==> src/rtl/frank_pkg.sv <==
// Shared definitions for the FRANK fetch/execute sequencer: instruction classes,
// FSM state encoding and status-bit positions.
package frank_pkg;

  localparam logic [3:0] CLS_ALUI = 4'd0;
  localparam logic [3:0] CLS_LDI  = 4'd1;
  localparam logic [3:0] CLS_JMP  = 4'd2;
  localparam logic [3:0] CLS_JZ   = 4'd3;
  localparam logic [3:0] CLS_JN   = 4'd4;
  localparam logic [3:0] CLS_JC   = 4'd5;
  localparam logic [3:0] CLS_HALT = 4'd6;

  typedef enum logic [1:0] {
    S_FETCH = 2'd0,
    S_EXEC  = 2'd1,
    S_HALT  = 2'd2
  } state_t;

  localparam int ST_Z = 0;
  localparam int ST_N = 1;
  localparam int ST_C = 2;

  // Flags produced by a load-immediate: carry cleared, sign and zero from the value.
  function automatic logic [2:0] ldi_status(input logic [7:0] imm);
    logic [2:0] st;
    st       = 3'b000;
    st[ST_N] = imm[7];
    st[ST_Z] = (imm == 8'h00);
    return st;
  endfunction

endpackage

==> src/rtl/frank_decode.sv <==
// Combinational instruction decode: turns the instruction class and the stored
// flags into write enables, jump resolution and the halt request.
module frank_decode
  import frank_pkg::*;
(
  input  logic [3:0] cls,
  input  logic [2:0] status,
  output logic       we_w,
  output logic       we_status,
  output logic       take_jump,
  output logic       halt
);

  always_comb begin
    we_w      = 1'b0;
    we_status = 1'b0;
    take_jump = 1'b0;
    halt      = 1'b0;
    case (cls)
      CLS_ALUI, CLS_LDI: begin
        we_w      = 1'b1;
        we_status = 1'b1;
      end
      CLS_JMP:  take_jump = 1'b1;
      CLS_JZ:   take_jump = status[ST_Z];
      CLS_JN:   take_jump = status[ST_N];
      CLS_JC:   take_jump = status[ST_C];
      CLS_HALT: halt      = 1'b1;
      default: ;
    endcase
  end

endmodule

==> src/rtl/frank_sequencer.sv <==
// FRANK fetch/execute sequencer: fetches 16-bit words over req/ack, feeds the
// external combinational ALU and writes results back in a single EXEC cycle.
module frank_sequencer
  import frank_pkg::*;
(
  input  logic        clk,
  input  logic        rst_n,
  output logic        imem_req,
  output logic [7:0]  imem_addr,
  input  logic        imem_ack,
  input  logic [15:0] imem_data,
  output logic [3:0]  alu_opcode,
  output logic [7:0]  alu_w,
  output logic [7:0]  alu_p,
  input  logic [7:0]  alu_res,
  input  logic [2:0]  alu_status,
  output logic [7:0]  wreg,
  output logic [2:0]  status,
  output logic [7:0]  pc,
  output logic        halted
);

  state_t      state, state_nxt;
  logic [15:0] ir, ir_nxt;
  logic [7:0]  pc_nxt, wreg_nxt;
  logic [2:0]  status_nxt;
  logic [3:0]  cls;
  logic [7:0]  imm;
  logic        we_w, we_status, take_jump, halt;

  assign cls = ir[15:12];
  assign imm = ir[7:0];

  frank_decode u_decode (
    .cls       (cls),
    .status    (status),
    .we_w      (we_w),
    .we_status (we_status),
    .take_jump (take_jump),
    .halt      (halt)
  );

  always_ff @(posedge clk or negedge rst_n) begin
    if (!rst_n) begin
      state  <= S_FETCH;
      ir     <= 16'h0000;
      pc     <= 8'h00;
      wreg   <= 8'h00;
      status <= 3'b000;
    end else begin
      state  <= state_nxt;
      ir     <= ir_nxt;
      pc     <= pc_nxt;
      wreg   <= wreg_nxt;
      status <= status_nxt;
    end
  end

  always_comb begin
    state_nxt  = state;
    ir_nxt     = ir;
    pc_nxt     = pc;
    wreg_nxt   = wreg;
    status_nxt = status;
    case (state)
      S_FETCH: begin
        if (imem_ack) begin
          ir_nxt    = imem_data;
          pc_nxt    = pc + 8'd1;
          state_nxt = S_EXEC;
        end
      end
      S_EXEC: begin
        // pc already points past this instruction; a taken jump replaces it.
        if (we_w)
          wreg_nxt = (cls == CLS_LDI) ? imm : alu_res;
        if (we_status)
          status_nxt = (cls == CLS_LDI) ? ldi_status(imm) : alu_status;
        if (take_jump)
          pc_nxt = imm;
        state_nxt = halt ? S_HALT : S_FETCH;
      end
      S_HALT: state_nxt = S_HALT;
      default: state_nxt = S_FETCH;
    endcase
  end

  // The reset term drops the request combinationally while rst_n is held low.
  assign imem_req   = rst_n & (state == S_FETCH);
  assign imem_addr  = pc;
  assign alu_opcode = ir[11:8];
  assign alu_w      = wreg;
  assign alu_p      = imm;
  assign halted     = (state == S_HALT);

endmodule

==> config.mk <==
export PLATFORM = sky130hd
export DESIGN_NAME = frank_sequencer
export DESIGN_NICKNAME = d
export VERILOG_FILES = /design/src/rtl/frank_pkg.sv /design/src/rtl/frank_decode.sv /design/src/rtl/frank_sequencer.sv
export SDC_FILE = /design/constraint.sdc
export NUM_CORES = 1
export LEC_CHECK = 0
export CAP_MARGIN = 20
export CORE_MARGIN = 4
export CORE_UTILIZATION = 35
export CTS_CLUSTER_DIAMETER = 120
export DETAILED_ROUTE_END_ITERATION = 10
export GPL_TIMING_DRIVEN = 0
export PLACE_DENSITY = 0.65
export SYNTH_ARGS = -nofsm -noshare
export SYNTH_HDL_FRONTEND = slang
export SYNTH_SLANG_ARGS = --single-unit
==> constraint.sdc <==
create_clock -name clk -period 4.5 [get_ports clk]
set_input_delay 0.9 -clock clk [delete_from_list [all_inputs] [get_ports clk]]
set_output_delay 0.9 -clock clk [all_outputs]
set_load 0.1 [all_outputs]
==> run_results.csv, run 1 <==
group,metric,value,unit
synth,synthArstFlopShare,1.00,
cts,clock_sinks,37,
synth,synth.most_common_cell,"nand2_1",
placed_design,dpl_worst_slack,0.490,ns
detailed_routing,viasPerCell,4.78,
critical_path,reg2reg_to,"imem_addr[0]",
critical_path,crit_required,3.60,ns
placed_design,place.gp.congestion,0.778,
critical_path,timing.rr.start,"state[1]",
sta,rsz0062_at_grt,"no",
cts,post_cts_buffers,0,
grt,grt_max_degree,39,
synth,postSynthCellCount,217,
cells_and_area,ff_latch_area,926,um2
sta,max_freq,0.255,GHz
placed_design,dp_hpwl,3820,um
cts,htreeDepth,2,
grt,globalRouteOverflowTotal,0,
synth,syn-num-nets,248,
synth,synth-compound-area-share,0.145,
critical_path,slowest_delay,1.18,ns
cts,cts_buffers,5,
synth,synth_top_area_share,0.472,
critical_path,ff2ff_setup_slack,2.82,ns
sta,setup_viol,0,
critical_path,crit_path_max_fanout,38,
cells_and_area,antenna_cells,0,
synth,synthAdderAreaFrac,0.00637,
synth,synth_commonest_cells,"nand2_1 (60), dfrtp_1 (37), buf_4 (28)",
critical_path,worstSetupPathType,"input pin to output port",
critical_path,crit_start,"rst_n",
detailed_routing,ant_nets,0,
die,die_y,82.9,um
sta,max_slew_margin,0.346,
placed_design,port_buffers,78,
cells_and_area,area_growth,48.5,%
critical_path,worstPathCellList,"buf_2 > nor3b_1 > clkdlybuf4s50_1",
flow_run,drv_cap,0,
critical_path,critPathLaunchType,"input pin",
critical_path,worstPathBufferInverterCount,2,
sta,slew_violations,0,
die,coreArea,5470,um2
synth,synthSimpleGateAreaFrac,0.209,
die,die_w,82.9,um
detailed_routing,num_vias,1789,
grt,antenna_found_initial,0,
cts,cts_root_buf,"clkbuf_8",
die,initial_core_util,0.359,
cells_and_area,drive_above_1_share,0.166,
min_path,hp-class,"register to register",
synth,ys_ff_latch,37,
synth,yosysWarningCount,0,
synth,netlist_area,1960,um2
synth,synth-edff-count,0,
sta,fin_crit,3.92,ns
synth,synth-xor-area-share,0,
grt,grtUsageTotal,0.148,
synth,ys.flop_type,"dfrtp_1",
detailed_routing,wire_per_inst,13.5,um
grt,grt_first_pass_wirelength,8320,um
cts,cts.path.max_buffers,2,
synth,yosysTopAreaCell,"dfrtp_1",
critical_path,crit_cells,3,
synth,seq_area_frac_synth,0.472,
cts,clkTransAtPathRegs,0.06,ns
synth,syn_area_per_cell,9.05,um2
sta,hold_viol,0,
cts,clkLatencyLatePin,0.28,ns
cells_and_area,nFillCells,550,
sta,skew,0.00653,ns
outcome,status,"finished, final reports clean",
cts,cts_tree,"yes",
die,die_area,6870,um2
cts,ctsHoldBuffers,0,
cts,cts_resized,0,
cells_and_area,multi_input_area,739,um2
detailed_routing,finalWirelength,5060,um
synth,synth.area.top_cells,"dfrtp_1 (47%), nand2_1 (11%), buf_4 (11%)",
critical_path,crit_end,"imem_req",
detailed_routing,drtIter0Drc,80,
detailed_routing,drc,0,
cells_and_area,num-nets-final,333,
synth,ys_types,39,
grt,grt_pass1_vias,1655,
critical_path,endpoint_kind,"output port",
sta,setup_ws,0.580,ns
sta,tightest_slew,0.977,ns
critical_path,slowest_stage,"clkdlybuf4s50_1",
synth,synth_top_family_by_area,"simple AND/OR/NAND/NOR gates",
die,placementRows,27,
critical_path,critPathTopFamily,"buffers and inverters",
sta,fin_crit_sh,0.871,
detailed_routing,first_pass_iters,4,
die,ios,79,
critical_path,arrival,3.02,ns
synth,synthMuxAreaShare,0.0166,
critical_path,reg2reg_depth,4,
[cell type report]
class / count / area share
buffer: 38 / 0.0944
clock buffer: 7 / 0.0296
inverter: 6 / 0.00773
multi-input combinational: 136 / 0.254
sequential: 37 / 0.318
tap: 72 / 0.0309
timing repair buffer: 78 / 0.266
[flip-flops by register name, summed over array words and instances, names as in the netlist]
register,cells
alu_w,8
state,2
status,3
imem_addr,8
ir,16
[stage by stage]
stage | utilization | setup TNS (ns) | cells | hold WS, ns | cell area, um2
3_5_place_dp | 0.517 | 0 | 367 | 0.465 | 2830
3_3_place_gp | 0.518 | -0.571 | 367 | 0.463 | 2830
2_1_floorplan | - | 0 | 217 | 0.447 | 1960
4_1_cts | 0.533 | 0 | 374 | 0.482 | 2920
6_report | 0.533 | 0 | 374 | 0.475 | 2920
5_1_grt | 0.533 | 0 | 374 | 0.511 | 2920
[worst register-to-register path: cells and delay by family, from the launching register on]
kind               cells  cell delay, ns
AOI/OAI and AO/OA      2            0.50
DFF                    1            0.41
and+or+nand+nor        2            0.65
[cells by family (layout without fill, tap and decap cells)]
group,Yosys count,count (layout)
AND/OR/NAND/NOR,91,91
adder cells (fa/ha/maj),1,1
multiplexers,2,2
flip-flops,37,37
AO/OA/AOI/OAI,42,42
buffers and inverters,44,129
[metal layers]
layer | vias up | global-route usage | wire length (um)
met2 | 76 | 0.233 | 2260
met5 | - | 0 | 0
li1 | 884 | - | -
met1 | 823 | 0.199 | 2400
met4 | 0 | 0.0416 | 63
met3 | 6 | 0.0427 | 336
[how the worst min path moves through the flow]
stage	start	endpoint	slack [ns]	cells past startpoint
final	ir[10]	ir[10]	0.48	2
after global routing	ir[8]	ir[8]	0.51	2
after CTS	ir[10]	ir[10]	0.48	2
after detailed placement	ir[10]	ir[10]	0.46	2
after global placement	ir[8]	ir[8]	0.46	2
after floorplan	ir[10]	ir[10]	0.45	2
[placed cells by master, fill, tap and decap left out, types with 2 or more instances in the layout]
cell	Yosys	layout
nor3_1	6	6
buf_2	4	5
o22ai_1	6	6
a31oi_1	3	3
nor4_1	3	3
buf_4	28	28
o31a_2	2	2
clkbuf_1	3	4
a21oi_1	3	3
o21ai_0	16	16
nand3_1	5	5
buf_6	3	3
nand3b_1	3	3
a22oi_1	2	2
clkdlybuf4s50_1	0	77
nor2_1	4	4
clkbuf_8	0	6
dfrtp_1	37	37
a32oi_1	2	2
nand2b_1	3	3
nand2_1	60	60
inv_1	5	5
Power of run 1 is left out: the tool's default activity adds up to more than one toggle a clock period on the data nets, which glitch-free logic cannot reach.
==> inputs of run 2 (changes only) <==
--- a/config.mk
+++ b/config.mk
@@ -6,12 +6,14 @@
 export NUM_CORES = 1
 export LEC_CHECK = 0
 export CAP_MARGIN = 20
+export CELL_PAD_IN_SITES_DETAIL_PLACEMENT = 0
+export CELL_PAD_IN_SITES_GLOBAL_PLACEMENT = 1
 export CORE_MARGIN = 4
-export CORE_UTILIZATION = 35
+export CORE_UTILIZATION = 34
 export CTS_CLUSTER_DIAMETER = 120
 export DETAILED_ROUTE_END_ITERATION = 10
 export GPL_TIMING_DRIVEN = 0
-export PLACE_DENSITY = 0.65
+export PLACE_DENSITY = 0.84
 export SYNTH_ARGS = -nofsm -noshare
 export SYNTH_HDL_FRONTEND = slang
 export SYNTH_SLANG_ARGS = --single-unit
==> run 2 against run 1 <==
- design area stayed put
- maximum frequency is 0.67% lower
- first-iteration DRC count is 46% lower
- register-to-register slack hardly changed
- clock skew hardly changed
- die area is 2.7% higher
- clock-buffer cell count stayed put
- global-route usage is 0.18 points higher
- critical path type unchanged
==> run_results.csv, run 2 (synthesis results as in run 1) <==
group,metric,value,unit
sta,fin_crit,3.95,ns
cts,htreeDepth,2,
die,placementRows,27,
min_path,holdPathEnd,"ir[11]",
grt,grt_pass1_vias,1682,
critical_path,slowest_delay,1.17,ns
detailed_routing,wire_per_inst,13.7,um
detailed_routing,viasPerCell,4.70,
detailed_routing,wl_met2,2360,um
detailed_routing,wl_met1,2430,um
detailed_routing,finalWirelength,5140,um
critical_path,crit_required,3.60,ns
cts,cts.path.max_buffers,2,
die,die_y,84.0,um
critical_path,reg2reg_depth,4,
sta,slew_violations,0,
cts,cts_buffers,5,
critical_path,arrival,3.05,ns
critical_path,worstPathCellList,"buf_2 > nor3b_1 > clkdlybuf4s50_1",
cts,ctsHoldBuffers,0,
cts,post_cts_buffers,0,
detailed_routing,route.met3.wl,357,um
grt,globalRouteOverflowTotal,0,
cts,cts_resized,0,
sta,max_slew_margin,0.346,
outcome,status,"finished, final reports clean",
cts,clkLatencyLatePin,0.28,ns
critical_path,critPathTopFamily,"buffers and inverters",
placed_design,place.gp.congestion,0.780,
die,ios,79,
detailed_routing,drtIter0Drc,43,
grt,grt_first_pass_wirelength,8600,um
placed_design,dp_hpwl,3800,um
cells_and_area,area_growth,48.5,%
grt,antenna_found_initial,0,
critical_path,worstPathBufferInverterCount,2,
cells_and_area,num-nets-final,333,
grt,grt_max_degree,39,
cells_and_area,drive_above_1_share,0.166,
critical_path,timing.rr.start,"state[1]",
sta,rsz0062_at_grt,"no",
critical_path,ff2ff_setup_slack,2.82,ns
critical_path,crit_path_max_fanout,38,
grt,grtUsageTotal,0.150,
cells_and_area,multi_input_area,739,um2
sta,max_freq,0.253,GHz
flow_run,drv_cap,0,
detailed_routing,first_pass_iters,4,
cells_and_area,nFillCells,544,
cells_and_area,final_common_cell,"clkdlybuf4s50_1",
cells_and_area,antenna_cells,0,
cts,clkTransAtPathRegs,0.07,ns
sta,setup_viol,0,
cts,cts_root_buf,"clkbuf_8",
critical_path,reg2reg_to,"imem_addr[0]",
detailed_routing,ant_nets,0,
placed_design,port_buffers,78,
sta,fin_crit_sh,0.877,
detailed_routing,drc,0,
detailed_routing,num_vias,1759,
cells_and_area,final_cell_mix,"clkdlybuf4s50_1 (77), nand2_1 (60), dfrtp_1 (37)",
cts,cts_tree,"yes",
cells_and_area,ff_latch_area,926,um2
sta,setup_ws,0.553,ns
sta,hold_viol,0,
die,coreArea,5540,um2
die,initial_core_util,0.354,
die,die_area,7050,um2
sta,tightest_slew,0.978,ns
critical_path,endpoint_kind,"output port",
critical_path,worstSetupPathType,"input pin to output port",
min_path,hp-class,"register to register",
critical_path,slowest_stage,"clkdlybuf4s50_1",
die,die_w,84.0,um
min_path,hold_start,"ir[11]",
cells_and_area,largest_reg_flops,16,
cells_and_area,top_register,"ir",
detailed_routing,highest_layer,"met3",
sta,skew,0.00633,ns
critical_path,critPathLaunchType,"input pin",
placed_design,dpl_worst_slack,0.474,ns
min_path,worst_hold_path.num_cells,2,
cts,clock_sinks,37,
==> run 2: layout make-up <==
cell class	instances	area share
Timing Repair Buffer	78	0.266
Buffer	38	0.0944
Tap cell	72	0.0309
Clock buffer	7	0.0296
Multi-Input combinational cell	136	0.254
Sequential cell	37	0.318
Inverter	6	0.00773
==> run 2: metrics by stage <==
step	TNS (ns)	instance area (um2)	hold WS [ns]	std cells	utilization
floorplan	0	1960	0.447	217	-
global placement	-0.590	2830	0.463	367	0.512
detailed placement	0	2830	0.464	367	0.511
CTS	0	2920	0.482	374	0.526
global route	0	2920	0.518	374	0.526
finish	0	2920	0.475	374	0.526
==> run 2: worst max path at each step <==
stage	cells past startpoint	start	slack, ns	endpoint
detailed placement	3	rst_n	0.47	imem_req
global placement	3	rst_n	-0.59	imem_req
finish	3	rst_n	0.55	imem_req
floorplan	1	rst_n	0.52	imem_req
CTS	3	rst_n	0.48	imem_req
global route	3	rst_n	0.36	imem_req
==> run 2: layer usage <==
layer  track usage  up-vias
met5             0        -
met4        0.0263        0
met3        0.0494        0
met2         0.230       63
met1         0.210      818
li1              -      878
==> run 2: worst min-delay path: stages (launching register included) <==
cell,delay [ns]
dfrtp_1,0.34
nand2_1,0.05
nand2_1,0.05
Power of run 2 is left out for the same reason.
==> inputs of run 3 (changes only) <==
--- a/config.mk
+++ b/config.mk
@@ -5,15 +5,15 @@
 export SDC_FILE = /design/constraint.sdc
 export NUM_CORES = 1
 export LEC_CHECK = 0
-export CAP_MARGIN = 20
+export CAP_MARGIN = 5
 export CELL_PAD_IN_SITES_DETAIL_PLACEMENT = 0
 export CELL_PAD_IN_SITES_GLOBAL_PLACEMENT = 1
-export CORE_MARGIN = 4
 export CORE_UTILIZATION = 34
 export CTS_CLUSTER_DIAMETER = 120
 export DETAILED_ROUTE_END_ITERATION = 10
 export GPL_TIMING_DRIVEN = 0
 export PLACE_DENSITY = 0.84
+export RECOVER_POWER = 100
 export SYNTH_ARGS = -nofsm -noshare
 export SYNTH_HDL_FRONTEND = slang
 export SYNTH_SLANG_ARGS = --single-unit
==> run 3 against run 2 <==
- design area fell by 0.17%
- final cell count rose by 0.27%
- die area fell by 14%
- worst setup slack got worse by 0.031 ns
- critical endpoint unchanged
==> run_results.csv, run 3 (synthesis results as in run 1) <==
group,metric,value,unit
detailed_routing,num_vias,1777,
detailed_routing,drc,0,
cts,clock_sinks,37,
cells_and_area,area_growth,48.2,%
cts,cts_root_buf,"clkbuf_8",
critical_path,crit_required,3.60,ns
placed_design,dp_hpwl,3670,um
cells_and_area,final_cell_mix,"nand2_1 (60), dlygate4sd3_1 (50), dfrtp_1 (37)",
grt,antenna_found_initial,0,
die,placementRows,27,
placed_design,place.gp.congestion,0.817,
cts,cts.path.max_buffers,2,
cells_and_area,multi_input_area,739,um2
sta,tightest_slew,0.990,ns
cts,cts_resized,0,
sta,hold_viol,0,
sta,skew,0.00383,ns
die,die_y,78.0,um
critical_path,critPathLaunchType,"input pin",
cells_and_area,antenna_cells,0,
critical_path,arrival,3.08,ns
cts,clkTransAtPathRegs,0.07,ns
critical_path,endpoint_kind,"output port",
cells_and_area,nFillCells,549,
sta,fin_crit_sh,0.884,
die,die_w,78.0,um
detailed_routing,first_pass_iters,4,
sta,slew_violations,0,
cts,post_cts_buffers,0,
detailed_routing,drtIter0Drc,77,
cts,ctsHoldBuffers,0,
detailed_routing,wire_per_inst,13.4,um
die,die_area,6080,um2
die,initial_core_util,0.354,
die,coreArea,5540,um2
detailed_routing,finalWirelength,5020,um
cts,cts_buffers,5,
flow_run,drv_cap,0,
cells_and_area,fin_util,0.525,
critical_path,worstSetupPathType,"input pin to output port",
sta,setup_viol,0,
sta,fin_crit,3.98,ns
cells_and_area,final_common_cell,"nand2_1",
cts,clkLatencyLatePin,0.28,ns
min_path,hp-class,"register to register",
placed_design,port_buffers,78,
cells_and_area,ff_latch_area,926,um2
grt,grt_first_pass_wirelength,8340,um
cts,htreeDepth,2,
die,ios,79,
detailed_routing,ant_nets,0,
sta,max_freq,0.251,GHz
sta,fin_hold_ws,0.487,ns
cells_and_area,num-nets-final,333,
detailed_routing,viasPerCell,4.74,
cells_and_area,drive_above_1_share,0.152,
sta,max_slew_margin,0.338,
grt,grt_pass1_vias,1711,
cells_and_area,largest_reg_flops,16,
grt,grtUsageTotal,0.177,
sta,rsz0062_at_grt,"no",
grt,grt_max_degree,39,
cts,cts_tree,"yes",
critical_path,crit_path_max_fanout,38,
grt,globalRouteOverflowTotal,0,
outcome,status,"finished, final reports clean",
cells_and_area,top_register,"ir",
==> run 3: cell count changes in the layout (fill, tap and decap cells not counted), sizes merged <==
cell	previous run	this run
clkbuf	10	16
clkdlybuf4s50	77	27
dlygate4sd3	0	50
buf	36	30
clkinv	1	2
==> run 3: per-stage QoR <==
step                TNS, ns  area (um2)  instances  worst slack (ns)
floorplan                 0        1960        217             0.518
CTS                       0        2930        375             0.495
global placement     -0.558        2830        367            -0.558
global route              0        2910        375             0.330
finish                    0        2910        375             0.522
detailed placement        0        2830        367             0.497
==> run 3: routing by layer <==
metal  up-vias  track usage  part of all wire
met4         0       0.0500            0.0088
met3         5       0.0482             0.068
met1       825        0.233              0.45
li1        883            -                 -
met2        64        0.286              0.47
met5         -            0                 0
==> run 3: area by class of cell <==
class | instances | area share
Buffer | 38 | 0.0877
Clock buffer | 7 | 0.0331
Clock inverter | 1 | 0.00172
Inverter | 6 | 0.00774
Multi-Input combinational cell | 136 | 0.254
Sequential cell | 37 | 0.318
Tap cell | 72 | 0.0310
Timing Repair Buffer | 78 | 0.267
==> run 3: path summary, 6_finish.rpt <==
| kind | start | to | slack [ns] | cells past startpoint |
|---|---|---|---|---|
| max in group asynchronous | rst_n | imem_addr[7] | 3.24 | 1 |
| min reg2reg | ir[10] | ir[10] | 0.49 | 2 |
| max | rst_n | imem_req | 0.52 | 3 |
| min | ir[10] | ir[10] | 0.49 | 2 |
| min in group asynchronous | rst_n | status[2] | 0.72 | 1 |
| max reg2reg | ir[12] | imem_addr[0] | 2.61 | 6 |
==> run 3: critical path: stages <==
cell and delay [ns]:
buf_2 0.65, nor3b_1 0.28, dlygate4sd3_1 1.23
Power of run 3 is left out for the same reason.
